**src/rtl/snake_pkg.sv**
```systemverilog
// Shared direction, pixel-class, game-status and FSM types for the snake engine.
package snake_pkg;

  typedef enum logic [1:0] {
    DIR_UP    = 2'b00,
    DIR_DOWN  = 2'b01,
    DIR_LEFT  = 2'b10,
    DIR_RIGHT = 2'b11
  } dir_t;

  typedef enum logic [1:0] {
    SHOW_NONE = 2'b00,
    SHOW_HEAD = 2'b01,
    SHOW_BODY = 2'b10,
    SHOW_WALL = 2'b11
  } show_t;

  typedef enum logic [1:0] {
    GS_RESTART = 2'b00,
    GS_HOLD    = 2'b01,
    GS_PLAY    = 2'b10,
    GS_DIE     = 2'b11
  } gs_t;

  typedef enum logic [1:0] {ST_IDLE, ST_RUN, ST_DEAD} state_t;

  function automatic dir_t rev_dir(input dir_t d);
    case (d)
      DIR_UP:   rev_dir = DIR_DOWN;
      DIR_DOWN: rev_dir = DIR_UP;
      DIR_LEFT: rev_dir = DIR_RIGHT;
      default:  rev_dir = DIR_LEFT;
    endcase
  endfunction

endpackage

```
**src/rtl/snake_dir_queue.sv**
```systemverilog
// Falling-edge key capture into a 2-entry direction FIFO with reversal/duplicate filter.
// Key fall to queued entry: 1 cycle; new keys are dropped while the FIFO is full.
module snake_dir_queue
  import snake_pkg::*;
(
  input  logic       i_clk,
  input  logic       i_rst,
  input  logic       i_clear,
  input  logic [3:0] i_key_n,
  input  logic       i_pop,
  input  dir_t       i_cur_dir,
  output logic       o_vld,
  output dir_t       o_dir
);

  logic [3:0] r_key_q;
  dir_t       r_ent0, r_ent1;
  logic [1:0] r_cnt;

  logic [3:0] w_fall;
  logic       w_new_vld;
  dir_t       w_new_dir, w_ref, w_ent0_nxt, w_ent1_nxt;
  logic [1:0] w_cnt_nxt;

  // i_key_n order is {up, down, left, right}; keys are active-low
  assign w_fall    = r_key_q & ~i_key_n;
  assign w_new_vld = |w_fall;

  always_comb begin
    w_new_dir = DIR_RIGHT;
    if (w_fall[3])      w_new_dir = DIR_UP;
    else if (w_fall[2]) w_new_dir = DIR_DOWN;
    else if (w_fall[1]) w_new_dir = DIR_LEFT;

    w_ref = i_cur_dir;
    if (r_cnt == 2'd2)      w_ref = r_ent1;
    else if (r_cnt == 2'd1) w_ref = r_ent0;

    w_ent0_nxt = r_ent0;
    w_ent1_nxt = r_ent1;
    w_cnt_nxt  = r_cnt;
    if (i_pop && r_cnt != 2'd0) begin
      w_ent0_nxt = r_ent1;
      w_cnt_nxt  = r_cnt - 2'd1;
    end
    if (w_new_vld && w_new_dir != w_ref && w_new_dir != rev_dir(w_ref) && w_cnt_nxt != 2'd2) begin
      if (w_cnt_nxt == 2'd0) w_ent0_nxt = w_new_dir;
      else                   w_ent1_nxt = w_new_dir;
      w_cnt_nxt = w_cnt_nxt + 2'd1;
    end
  end

  always_ff @(posedge i_clk or posedge i_rst) begin
    if (i_rst) begin
      r_key_q <= 4'hF;
      r_cnt   <= 2'd0;
      r_ent0  <= DIR_RIGHT;
      r_ent1  <= DIR_RIGHT;
    end else begin
      r_key_q <= i_key_n;
      if (i_clear) begin
        r_cnt <= 2'd0;
      end else begin
        r_cnt  <= w_cnt_nxt;
        r_ent0 <= w_ent0_nxt;
        r_ent1 <= w_ent1_nxt;
      end
    end
  end

  assign o_vld = (r_cnt != 2'd0);
  assign o_dir = r_ent0;

endmodule

```
**src/rtl/snake_engine.sv**
```systemverilog
// Snake movement, growth and collision engine with a registered per-pixel classifier.
// Moves once per speed period in RUN; snake_show lags pos_x/pos_y by 1 cycle; no backpressure.
module snake_engine
  import snake_pkg::*;
#(
  parameter int GRID_W     = 40,
  parameter int GRID_H     = 30,
  parameter int CELL_SHIFT = 4,
  parameter int MAX_LEN    = 32,
  parameter int INIT_LEN   = 5,
  parameter int INIT_X     = 10,
  parameter int INIT_Y     = 5,
  parameter int TICK_W     = 24,
  parameter int PERIOD0    = 12500000,
  parameter int PERIOD1    = 6250000,
  parameter int PERIOD2    = 3125000,
  parameter int PERIOD3    = 1562500,
  localparam int X_W       = $clog2(GRID_W),
  localparam int Y_W       = $clog2(GRID_H),
  localparam int L_W       = $clog2(MAX_LEN + 1)
) (
  input  logic           i_clk,
  input  logic           i_rst,
  input  logic [1:0]     i_game_status,
  input  logic [1:0]     i_speed_sel,
  input  logic           i_wrap_mode,
  input  logic           i_key_right,
  input  logic           i_key_left,
  input  logic           i_key_down,
  input  logic           i_key_up,
  input  logic           i_grow,
  input  logic [9:0]     i_pos_x,
  input  logic [9:0]     i_pos_y,
  input  logic           i_snake_display,
  output logic [X_W-1:0] o_head_x,
  output logic [Y_W-1:0] o_head_y,
  output logic [L_W-1:0] o_length,
  output logic           o_step,
  output logic           o_hit_wall,
  output logic           o_hit_body,
  output logic [1:0]     o_snake_show
);

  logic [X_W-1:0]    r_seg_x [MAX_LEN];
  logic [Y_W-1:0]    r_seg_y [MAX_LEN];
  logic [L_W-1:0]    r_len;
  logic [2:0]        r_gpend;
  logic [TICK_W-1:0] r_tick;
  dir_t              r_dir;
  logic              r_wrap, r_step, r_hit_wall, r_hit_body;
  state_t            r_state, w_state_nxt;
  show_t             r_show, w_show;

  logic              w_restart, w_play, w_fire, w_q_vld, w_wall_hit, w_body_hit;
  logic              w_grow_now, w_move_ok, w_on_body;
  logic [TICK_W-1:0] w_period;
  dir_t              w_q_dir, w_dir_mv;
  logic [X_W-1:0]    w_nx;
  logic [Y_W-1:0]    w_ny;
  logic [L_W-1:0]    w_chk_len;
  logic [2:0]        w_gsat;
  logic [9:0]        w_cx, w_cy;

  assign w_restart = (i_game_status == GS_RESTART);
  assign w_play    = (i_game_status == GS_PLAY);

  always_comb begin
    case (i_speed_sel)
      2'd0:    w_period = TICK_W'(PERIOD0);
      2'd1:    w_period = TICK_W'(PERIOD1);
      2'd2:    w_period = TICK_W'(PERIOD2);
      default: w_period = TICK_W'(PERIOD3);
    endcase
  end

  // ">=" lets a shortened period fire on the very next cycle
  assign w_fire = (r_state == ST_RUN) && w_play && (r_tick >= w_period - TICK_W'(1));

  snake_dir_queue u_dir_queue (
    .i_clk     (i_clk),
    .i_rst     (i_rst),
    .i_clear   (w_restart),
    .i_key_n   ({i_key_up, i_key_down, i_key_left, i_key_right}),
    .i_pop     (w_fire),
    .i_cur_dir (r_dir),
    .o_vld     (w_q_vld),
    .o_dir     (w_q_dir)
  );

  assign w_dir_mv = w_q_vld ? w_q_dir : r_dir;

  always_comb begin
    w_nx = r_seg_x[0];
    w_ny = r_seg_y[0];
    case (w_dir_mv)
      DIR_UP:   w_ny = (r_seg_y[0] == '0) ? Y_W'(GRID_H - 1) : r_seg_y[0] - Y_W'(1);
      DIR_DOWN: w_ny = (r_seg_y[0] == Y_W'(GRID_H - 1)) ? '0 : r_seg_y[0] + Y_W'(1);
      DIR_LEFT: w_nx = (r_seg_x[0] == '0) ? X_W'(GRID_W - 1) : r_seg_x[0] - X_W'(1);
      default:  w_nx = (r_seg_x[0] == X_W'(GRID_W - 1)) ? '0 : r_seg_x[0] + X_W'(1);
    endcase
  end

  assign w_wall_hit = !r_wrap && (w_nx == '0 || w_nx == X_W'(GRID_W - 1) ||
                                  w_ny == '0 || w_ny == Y_W'(GRID_H - 1));
  assign w_grow_now = (r_gpend != 3'd0 || i_grow) && (r_len < L_W'(MAX_LEN));
  // the tail vacates its cell unless this move grows the snake
  assign w_chk_len  = w_grow_now ? r_len : r_len - L_W'(1);
  assign w_gsat     = (r_gpend == 3'd7) ? 3'd7 : r_gpend + {2'b00, i_grow};

  always_comb begin
    w_body_hit = 1'b0;
    for (int i = 1; i < MAX_LEN; i++)
      if (L_W'(i) < w_chk_len && r_seg_x[i] == w_nx && r_seg_y[i] == w_ny) w_body_hit = 1'b1;
  end

  assign w_move_ok = w_fire && !w_wall_hit && !w_body_hit;

  always_comb begin
    w_state_nxt = r_state;
    if (w_restart) begin
      w_state_nxt = ST_IDLE;
    end else begin
      case (r_state)
        ST_IDLE: if (w_play) w_state_nxt = ST_RUN;
        ST_RUN:  if (w_fire && (w_wall_hit || w_body_hit)) w_state_nxt = ST_DEAD;
        default: w_state_nxt = r_state;
      endcase
    end
  end

  always_ff @(posedge i_clk or posedge i_rst) begin
    if (i_rst) r_state <= ST_IDLE;
    else       r_state <= w_state_nxt;
  end

  always_ff @(posedge i_clk or posedge i_rst) begin
    if (i_rst) begin
      for (int i = 0; i < MAX_LEN; i++) begin
        r_seg_x[i] <= X_W'(INIT_X - i);
        r_seg_y[i] <= Y_W'(INIT_Y);
      end
      r_len      <= L_W'(INIT_LEN);
      r_gpend    <= 3'd0;
      r_tick     <= '0;
      r_dir      <= DIR_RIGHT;
      r_wrap     <= 1'b0;
      r_step     <= 1'b0;
      r_hit_wall <= 1'b0;
      r_hit_body <= 1'b0;
    end else if (w_restart) begin
      for (int i = 0; i < MAX_LEN; i++) begin
        r_seg_x[i] <= X_W'(INIT_X - i);
        r_seg_y[i] <= Y_W'(INIT_Y);
      end
      r_len      <= L_W'(INIT_LEN);
      r_gpend    <= 3'd0;
      r_tick     <= '0;
      r_dir      <= DIR_RIGHT;
      r_wrap     <= i_wrap_mode;
      r_step     <= 1'b0;
      r_hit_wall <= 1'b0;
      r_hit_body <= 1'b0;
    end else begin
      r_step <= w_move_ok;
      if (w_move_ok) begin
        for (int i = MAX_LEN - 1; i > 0; i--) begin
          r_seg_x[i] <= r_seg_x[i-1];
          r_seg_y[i] <= r_seg_y[i-1];
        end
        r_seg_x[0] <= w_nx;
        r_seg_y[0] <= w_ny;
        r_dir      <= w_dir_mv;
      end
      if (w_move_ok && w_grow_now) r_len <= r_len + L_W'(1);
      if (r_len == L_W'(MAX_LEN))        r_gpend <= 3'd0;
      else if (w_move_ok && w_grow_now)  r_gpend <= w_gsat - 3'd1;
      else                               r_gpend <= w_gsat;
      if (r_state == ST_RUN && w_play) r_tick <= w_fire ? '0 : r_tick + TICK_W'(1);
      if (w_fire && w_wall_hit)                r_hit_wall <= 1'b1;
      if (w_fire && !w_wall_hit && w_body_hit) r_hit_body <= 1'b1;
    end
  end

  always_comb begin
    w_cx      = i_pos_x >> CELL_SHIFT;
    w_cy      = i_pos_y >> CELL_SHIFT;
    w_on_body = 1'b0;
    for (int i = 1; i < MAX_LEN; i++)
      if (L_W'(i) < r_len && w_cx == 10'(r_seg_x[i]) && w_cy == 10'(r_seg_y[i])) w_on_body = 1'b1;
    w_show = SHOW_NONE;
    if (w_cx < 10'(GRID_W) && w_cy < 10'(GRID_H)) begin
      if (!r_wrap && (w_cx == 10'd0 || w_cx == 10'(GRID_W - 1) ||
                      w_cy == 10'd0 || w_cy == 10'(GRID_H - 1)))
        w_show = SHOW_WALL;
      else if (i_snake_display && w_cx == 10'(r_seg_x[0]) && w_cy == 10'(r_seg_y[0]))
        w_show = SHOW_HEAD;
      else if (i_snake_display && w_on_body)
        w_show = SHOW_BODY;
    end
  end

  always_ff @(posedge i_clk or posedge i_rst) begin
    if (i_rst) r_show <= SHOW_NONE;
    else       r_show <= w_show;
  end

  assign o_head_x     = r_seg_x[0];
  assign o_head_y     = r_seg_y[0];
  assign o_length     = r_len;
  assign o_step       = r_step;
  assign o_hit_wall   = r_hit_wall;
  assign o_hit_body   = r_hit_body;
  assign o_snake_show = r_show;

endmodule
```
**config.mk**
```make
export PLATFORM = sky130hd
export DESIGN_NAME = snake_engine
export DESIGN_NICKNAME = d
export VERILOG_FILES = /design/src/rtl/snake_pkg.sv /design/src/rtl/snake_dir_queue.sv /design/src/rtl/snake_engine.sv
export SDC_FILE = /design/constraint.sdc
export NUM_CORES = 1
export LEC_CHECK = 0
export ABC_CLOCK_PERIOD_IN_PS = 14250
export CELL_PAD_IN_SITES_DETAIL_PLACEMENT = 1
export CELL_PAD_IN_SITES_GLOBAL_PLACEMENT = 1
export CORE_UTILIZATION = 49
export CTS_BUF_LIST = sky130_fd_sc_hd__clkbuf_4 sky130_fd_sc_hd__clkbuf_8
export DETAILED_ROUTE_END_ITERATION = 16
export PLACE_DENSITY = 0.87
export SETUP_SLACK_MARGIN = 0.05
export SLEW_MARGIN = 20
export SYNTH_ARGS = -nofsm -noshare
export SYNTH_HDL_FRONTEND = slang
export SYNTH_SLANG_ARGS = --single-unit
export TNS_END_PERCENT = 5
```
**constraint.sdc**
```tcl
create_clock -name i_clk -period 14.25 [get_ports i_clk]
set_input_delay 2.1375 -clock i_clk [delete_from_list [all_inputs] [get_ports i_clk]]
set_output_delay 2.1375 -clock i_clk [all_outputs]
set_load 0.02 [all_outputs]
```
==> impl_metrics.toml, run 1 <==
[run_status]
status = "completed"

[power_and_ir_drop]
power.leakage_nw = 11.8
swShare_pct = 39.5
ir_drop_v = 0.0000981
intPower_mw = 2.35
seqPwrFrac_pct = 30.7
switching_power_mw = 1.53
power.clock.fraction_pct = 33.9
pwr_density_cell_nw_per_um2 = 127
combPwrFrac_pct = 35.5

[floorplanning]
num_rows = 87
core_um2 = 56600
die_h_um = 242
io_pins = 55
initial_core_util_pct = 49.8
die_w_um = 242
die-area_um2 = 58500

[synth]
async_flop_share_pct = 100
synth_seq_cells = 405
synth_compound_gate_area_share_pct = 16.0
synth_area_leaders = "dfrtp_1 (20%), dfstp_2 (16%), xnor2_1 (12%)"
synth_xor_area_share_pct = 20.0
ys_types = 109
synthSimpleGateAreaFrac_pct = 18.2
synth_top_area_cell = "dfrtp_1"
synth_nets = 3378
synthAdderAreaFrac_pct = 1.64
synthFlopType = "dfrtp_1"
syn_area_um2 = 28200
avgSynthCellArea_um2 = 8.52
synth_edf_count = 0
synth_top_family_by_area = "XOR/XNOR gates"
synth_mux_area_share_pct = 0.657
synth-warning-count = 0
synth.top_cell.area_share_pct = 20.2
synth-seq-area-share_pct = 36.7
postSynthCellCount = 3308

[critical_path]
required_ns = 14.87
critical_path_class = "input port to register"
startpoint_type = "input port"
cp_max_fo = 167
cp-end-kind = "register"
worstPathArrival_ns = 10.39
r2r_cells = 17

[placed_design]
pre_cts_ws_ns = 4.54
portBuffers = 46
dp_hpwl_um = 79300
dp_cells = 3901
routabilityCongestion = 1.06

[detailed_routing]
via_per_inst = 6.78
wire_per_inst_um = 29.9
dr.pass1.iters = 8
ant_nets = 0
drt-initial-drc-count = 3298
drc = 0
drt_wl_total_um = 121000
vias = 27400

[cts]
cts_buffer_depth = 3
post_cts_buffers = 0
ctsResizeCount = 0
htreeDepth = 3
cts.sinks = 405
cts_tree = "yes"
hold_buffers = 0
clk_latency_ns = 0.74
numCtsBuffers = 76
path_clk_slew_ns = 0.06
cts_root_buffer = "clkbuf_8"

[worst_hold_path]
whs_path_depth = 2
min_path_type = "register to register"

[grt]
grtUsageTotal_pct = 41.0
grt_pass1_vias = 28500
grt_max_degree = 209
antenna_found_initial = 6
grt_first_pass_wirelength_um = 182000
grt_overflow = 0

[sta]
fmax_ghz = 0.102
postLayoutSetupSlackWorst_ns = 4.48
finalSetupViolations = 0
tns_ns = 0
max_slew_margin_pct = 25.0
hold_viol = 0
fin_crit_sh_pct = 68.5
rsz0062_at_grt = "no"
finalClockSkew_ns = 0.0369
worst_slew_pin_slew_ns = 1.11
report.final.slew_viol_count = 0
min_period_ns = 9.77

[cells_and_area]
area_growth_pct = 8.38
final_nets = 3293
drive_above_1_share_pct = 13.8
final_cell_mix = "xnor2_1 (373), nand2_1 (286), xor2_1 (270)"
final_common_cell = "xnor2_1"
fin_cells = 4046

[flow_run]
drv_cap = 0
cell type report:
class | instances | area (um^2)
Multi-Input combinational cell | 2472 | 16000
Clock buffer | 122 | 1550
Tap cell | 756 | 946
Clock inverter | 19 | 189
Timing Repair Buffer | 108 | 896
Sequential cell | 405 | 10400
Inverter | 160 | 616
Fill cell | 6645 | 26000
Antenna cell | 4 | 10.0
state kept, by name, summed over array words and instances (netlist names):
register,flops
o_hit_body,1
o_snake_show,2
o_hit_wall,1
r_seg_x,186
u_dir_queue.r_ent1,2
r_gpend,3
r_seg_y,155
o_step,1
o_head_y,5
o_length,6
u_dir_queue.o_dir,2
r_wrap,1
r_tick,24
u_dir_queue.r_key_q,4
r_state,2
o_head_x,6
u_dir_queue.r_cnt,2
r_dir,2
per-stage QoR:
| stage | total power, mW | cell area (um^2) | utilization, % | hold slack [ns] |
|---|---|---|---|---|
| 6_report | 3.89 | 30600 | 54.0 | 0.494 |
| 5_1_grt | 3.98 | 30600 | 54.0 | 0.507 |
| 4_1_cts | 3.83 | 30500 | 54.0 | 0.492 |
| 3_5_place_dp | 2.52 | 28800 | 50.9 | 0.486 |
| 3_3_place_gp | 2.47 | 28800 | 50.9 | 0.475 |
| 2_1_floorplan | 2.09 | 28200 | - | 0.457 |
cell families (layout without fill, tap and decap cells):
group	Yosys count	count (layout)
AOI/OAI and AO/OA	726	726
adders and majority gates	37	37
DFF	405	405
buffers and inverters	431	409
muxes	15	15
other	2	6
xor gates and xnor gates	643	643
and+or+nand+nor	1049	1049
critical path: stages:
cell and delay [ns]:
clkdlybuf4s50_1 0.54, or4_1 0.51, nand2_1 0.60, o21ai_0 1.07, nand2_1 0.23, o2111ai_1 0.25
nor4_1 0.11, nor4_1 0.83, and4_1 0.66, nand3_4 0.80, inv_8 1.06, buf_4 0.91
nand2_1 0.16, o21ai_1 0.21
cells in the mapped netlist, drive strengths merged (14+ instances only):
| cell type | n |
|---|---|
| o22ai | 14 |
| inv | 158 |
| nor2 | 245 |
| o31ai | 47 |
| clkbuf | 113 |
| nand2 | 288 |
| a2111oi | 14 |
| a21oi | 65 |
| a211oi | 15 |
| o21ai | 371 |
| o2111ai | 24 |
| nand4 | 81 |
| nor3 | 45 |
| buf | 158 |
| nor4 | 97 |
| a31oi | 58 |
| xnor2 | 373 |
| or4 | 18 |
| nand3 | 186 |
| ha | 37 |
| dfstp | 177 |
| dfrtp | 228 |
| and3 | 22 |
| o211ai | 16 |
| xor2 | 270 |
final timing paths:
| kind | from | slack, ns | end |
|---|---|---|---|
| worst max-delay path | i_grow | 4.48 | r_seg_x[100]$_DFFE_PP1P_ |
| worst min-delay path | r_seg_y[107]$_DFFE_PP1P_ | 0.49 | r_seg_y[102]$_DFFE_PP1P_ |
| worst max register to register | o_head_y[1]$_DFFE_PP0P_ | 5.12 | r_seg_x[100]$_DFFE_PP1P_ |
| worst min register to register | r_seg_y[107]$_DFFE_PP1P_ | 0.49 | r_seg_y[102]$_DFFE_PP1P_ |
| max in group asynchronous | i_rst | 10.69 | r_seg_x[135]$_DFFE_PP0P_ |
| min in group asynchronous | i_rst | 1.97 | r_tick[11]$_DFFE_PP0P_ |
power groups by stage:
stage	sequential [mW]	clock (mW)	combinational (mW)
6_report	1.19	1.32	1.38
2_1_floorplan	1.20	0	0.888
3_3_place_gp	1.21	0	1.26
5_1_grt	1.19	1.37	1.41
4_1_cts	1.19	1.32	1.32
3_5_place_dp	1.21	0	1.31
per-layer routing:
metal / GRT usage, % / vias up / share of wire (%)
met4: 31.2 / 6 / 8.5
met3: 10.9 / 593 / 11
li1: - / 11300 / -
met5: 0 / - / 0.025
met1: 51.7 / 13700 / 38
met2: 60.0 / 1812 / 42
(Power assumes the default switching activity.)
==> inputs of run 2 (changes only) <==
--- a/config.mk
+++ b/config.mk
@@ -5,7 +5,7 @@
 export SDC_FILE = /design/constraint.sdc
 export NUM_CORES = 1
 export LEC_CHECK = 0
-export ABC_CLOCK_PERIOD_IN_PS = 14250
+export ABC_CLOCK_PERIOD_IN_PS = 9100
 export CELL_PAD_IN_SITES_DETAIL_PLACEMENT = 1
 export CELL_PAD_IN_SITES_GLOBAL_PLACEMENT = 1
 export CORE_UTILIZATION = 49
==> constraint.sdc (replaced) <==
create_clock -name i_clk -period 9.1 [get_ports i_clk]
set_input_delay 1.365 -clock i_clk [delete_from_list [all_inputs] [get_ports i_clk]]
set_output_delay 1.365 -clock i_clk [all_outputs]
set_load 0.02 [all_outputs]
==> run 2 against run 1 <==
- sequential share of layout area increased by 0.075 points
- global-route usage decreased by 0.99 points
- design area decreased by 0.22%
- critical path type is now register to register
- clock skew about the same
- total power increased by 54%
- critical path depth increased by 1
- clock power increased by 48%
- combinational power increased by 56%
- flip-flop and latch count unchanged
- first-iteration DRC count increased by 5.3%
- critical endpoint is now r_seg_x[90]$_DFFE_PP0P_
- clock-buffer cell count increased by 9
- wire length decreased by 2.4%
==> impl_metrics.toml, run 2 (synthesized netlist as in run 1, its figures left out) <==
[critical_path]
cp_top_family = "simple AND/OR/NAND/NOR gates"
required_ns = 9.71
worstPathArrival_ns = 8.04
cp-end-kind = "register"
regToRegStartpoint = "o_head_y[0]$_DFFE_PP1P_"
cp_max_fo = 207
reg2reg_slack_ns = 1.67
startpoint_type = "register"
worstSetupPathDepth = 15
startpoint = "o_head_y[0]$_DFFE_PP1P_"
r2r_cells = 15
critical_path_class = "register to register"
crit_path_end = "r_seg_x[90]$_DFFE_PP0P_"
path_cells = "inv_1 > ha_1 > nor4b_2 > a21oi_2 > mux2_2 > buf_4 > xor2_1 > o2111ai_1 > nor4_1 > a31oi_1 > and4_1 > nand3_4 > buf_12 > nand3_1 > o21ai_0"
crit_slowest_cell = "dfstp_2"
crit_buf_inv = 3
slowest_delay_ns = 0.95
reg2reg_to = "r_seg_x[90]$_DFFE_PP0P_"

[floorplanning]
die_w_um = 242
num_rows = 87
die-area_um2 = 58500
core_um2 = 56600
die_h_um = 242
io_pins = 55
initial_core_util_pct = 49.8

[cells_and_area]
reg.largest.list = "r_seg_x (186), r_seg_y (155), r_tick (24)"
final_cell_mix = "xnor2_1 (373), nand2_1 (286), xor2_1 (270)"
drive_above_1_share_pct = 13.7
final_util_pct = 53.9
final_common_cell = "xnor2_1"
fin_cells = 4043
regMostFlops = "r_seg_x"
largest_reg_flops = 186
area_growth_pct = 8.14
final_nets = 3291

[cts]
cts_root_buffer = "clkbuf_8"
htreeDepth = 3
cts.sinks = 405
hold_buffers = 0
cts_tree = "yes"
path_clk_slew_ns = 0.06
numCtsBuffers = 76
cts_buffer_depth = 3
ctsResizeCount = 0
clk_latency_ns = 0.72
post_cts_buffers = 0

[power_and_ir_drop]
power.leakage_nw = 11.7
ir_drop_v = 0.000105
finalPower_mw = 5.99
pwr_density_cell_nw_per_um2 = 196

[grt]
grt_pass1_vias = 28600
antenna_found_initial = 6
grtUsageTotal_pct = 40.0
grt_first_pass_wirelength_um = 179000
grt_overflow = 0
grt_max_degree = 208

[placed_design]
dp_hpwl_um = 76700
portBuffers = 46
routabilityCongestion = 0.999
dp_cells = 3899

[detailed_routing]
via_per_inst = 6.79
drt_wl_total_um = 118000
vias = 27400
dr.pass1.iters = 7
drc = 0
drt-initial-drc-count = 3474
ant_nets = 0
wire_per_inst_um = 29.2

[sta]
fin_crit_sh_pct = 81.6
finalSetupViolations = 0
whs_ns = 0.493
rsz0062_at_grt = "no"
report.final.slew_viol_count = 0
min_period_ns = 7.43
max_slew_margin_pct = 14.1
worst_slew_pin_slew_ns = 1.29
fmax_ghz = 0.135
finalClockSkew_ns = 0.0372
tns_ns = 0
hold_viol = 0

[worst_hold_path]
min_path_type = "register to register"
min_from = "r_seg_x[41]$_DFFE_PP1P_"

[flow_run]
drv_cap = 0

[run_status]
status = "completed"
## run 2: cell count changes in the layout (fill, tap and decap cells not counted), sizes merged
cell and delta:
inv -1, clkinvlp -1, bufinv -3, buf -2
clkinv -3, clkbuf +9, diode -2
## run 2: where the power goes
part | internal, mW | switching, mW
combinational | 0.684 | 1.47
clock | 1.08 | 0.880
sequential | 1.84 | 0.0335
## run 2: worst reg2reg max path, delay by kind of cell (launching register included)
family	cells	cell delay, ns
compound gates	4	1.16
xor+xnor	1	0.23
flops	1	0.95
fa+ha+maj	1	0.40
mux	1	0.82
simple gates	5	2.28
buf+inv	3	1.50
## run 2: layer usage
| metal | wire length (um) | up-vias | global-route usage (%) |
|---|---|---|---|
| li1 | - | 11300 | - |
| met1 | 43500 | 13600 | 48.8 |
| met2 | 51400 | 1803 | 60.3 |
| met3 | 12900 | 678 | 10.7 |
| met4 | 10200 | 8 | 31.0 |
| met5 | 59 | - | 0 |
## run 2: worst min-delay path by stage
stage	cells after the start	endpoint
CTS	2	r_seg_y[92]$_DFFE_PP1P_
global route	2	r_seg_y[120]$_DFFE_PP1P_
finish	2	r_seg_x[35]$_DFFE_PP1P_
global placement	2	r_seg_x[35]$_DFFE_PP1P_
floorplan	2	r_seg_x[35]$_DFFE_PP1P_
detailed placement	2	r_seg_x[35]$_DFFE_PP1P_
## run 2: per-stage QoR
step	setup slack, ns	cell area (um^2)
after detailed placement	2.07	28800
after CTS	2.25	30500
after global routing	1.80	30500
after floorplan	2.42	28200
after global placement	2.15	28800
final	1.67	30500
## run 2: final cells by class
class,count,area (um^2)
Tap cell,756,946
Fill cell,6644,26100
Clock buffer,131,1570
Timing Repair Buffer,106,943
Inverter,160,612
Multi-Input combinational cell,2472,16000
Clock inverter,11,68.8
Antenna cell,2,5.00
Sequential cell,405,10400
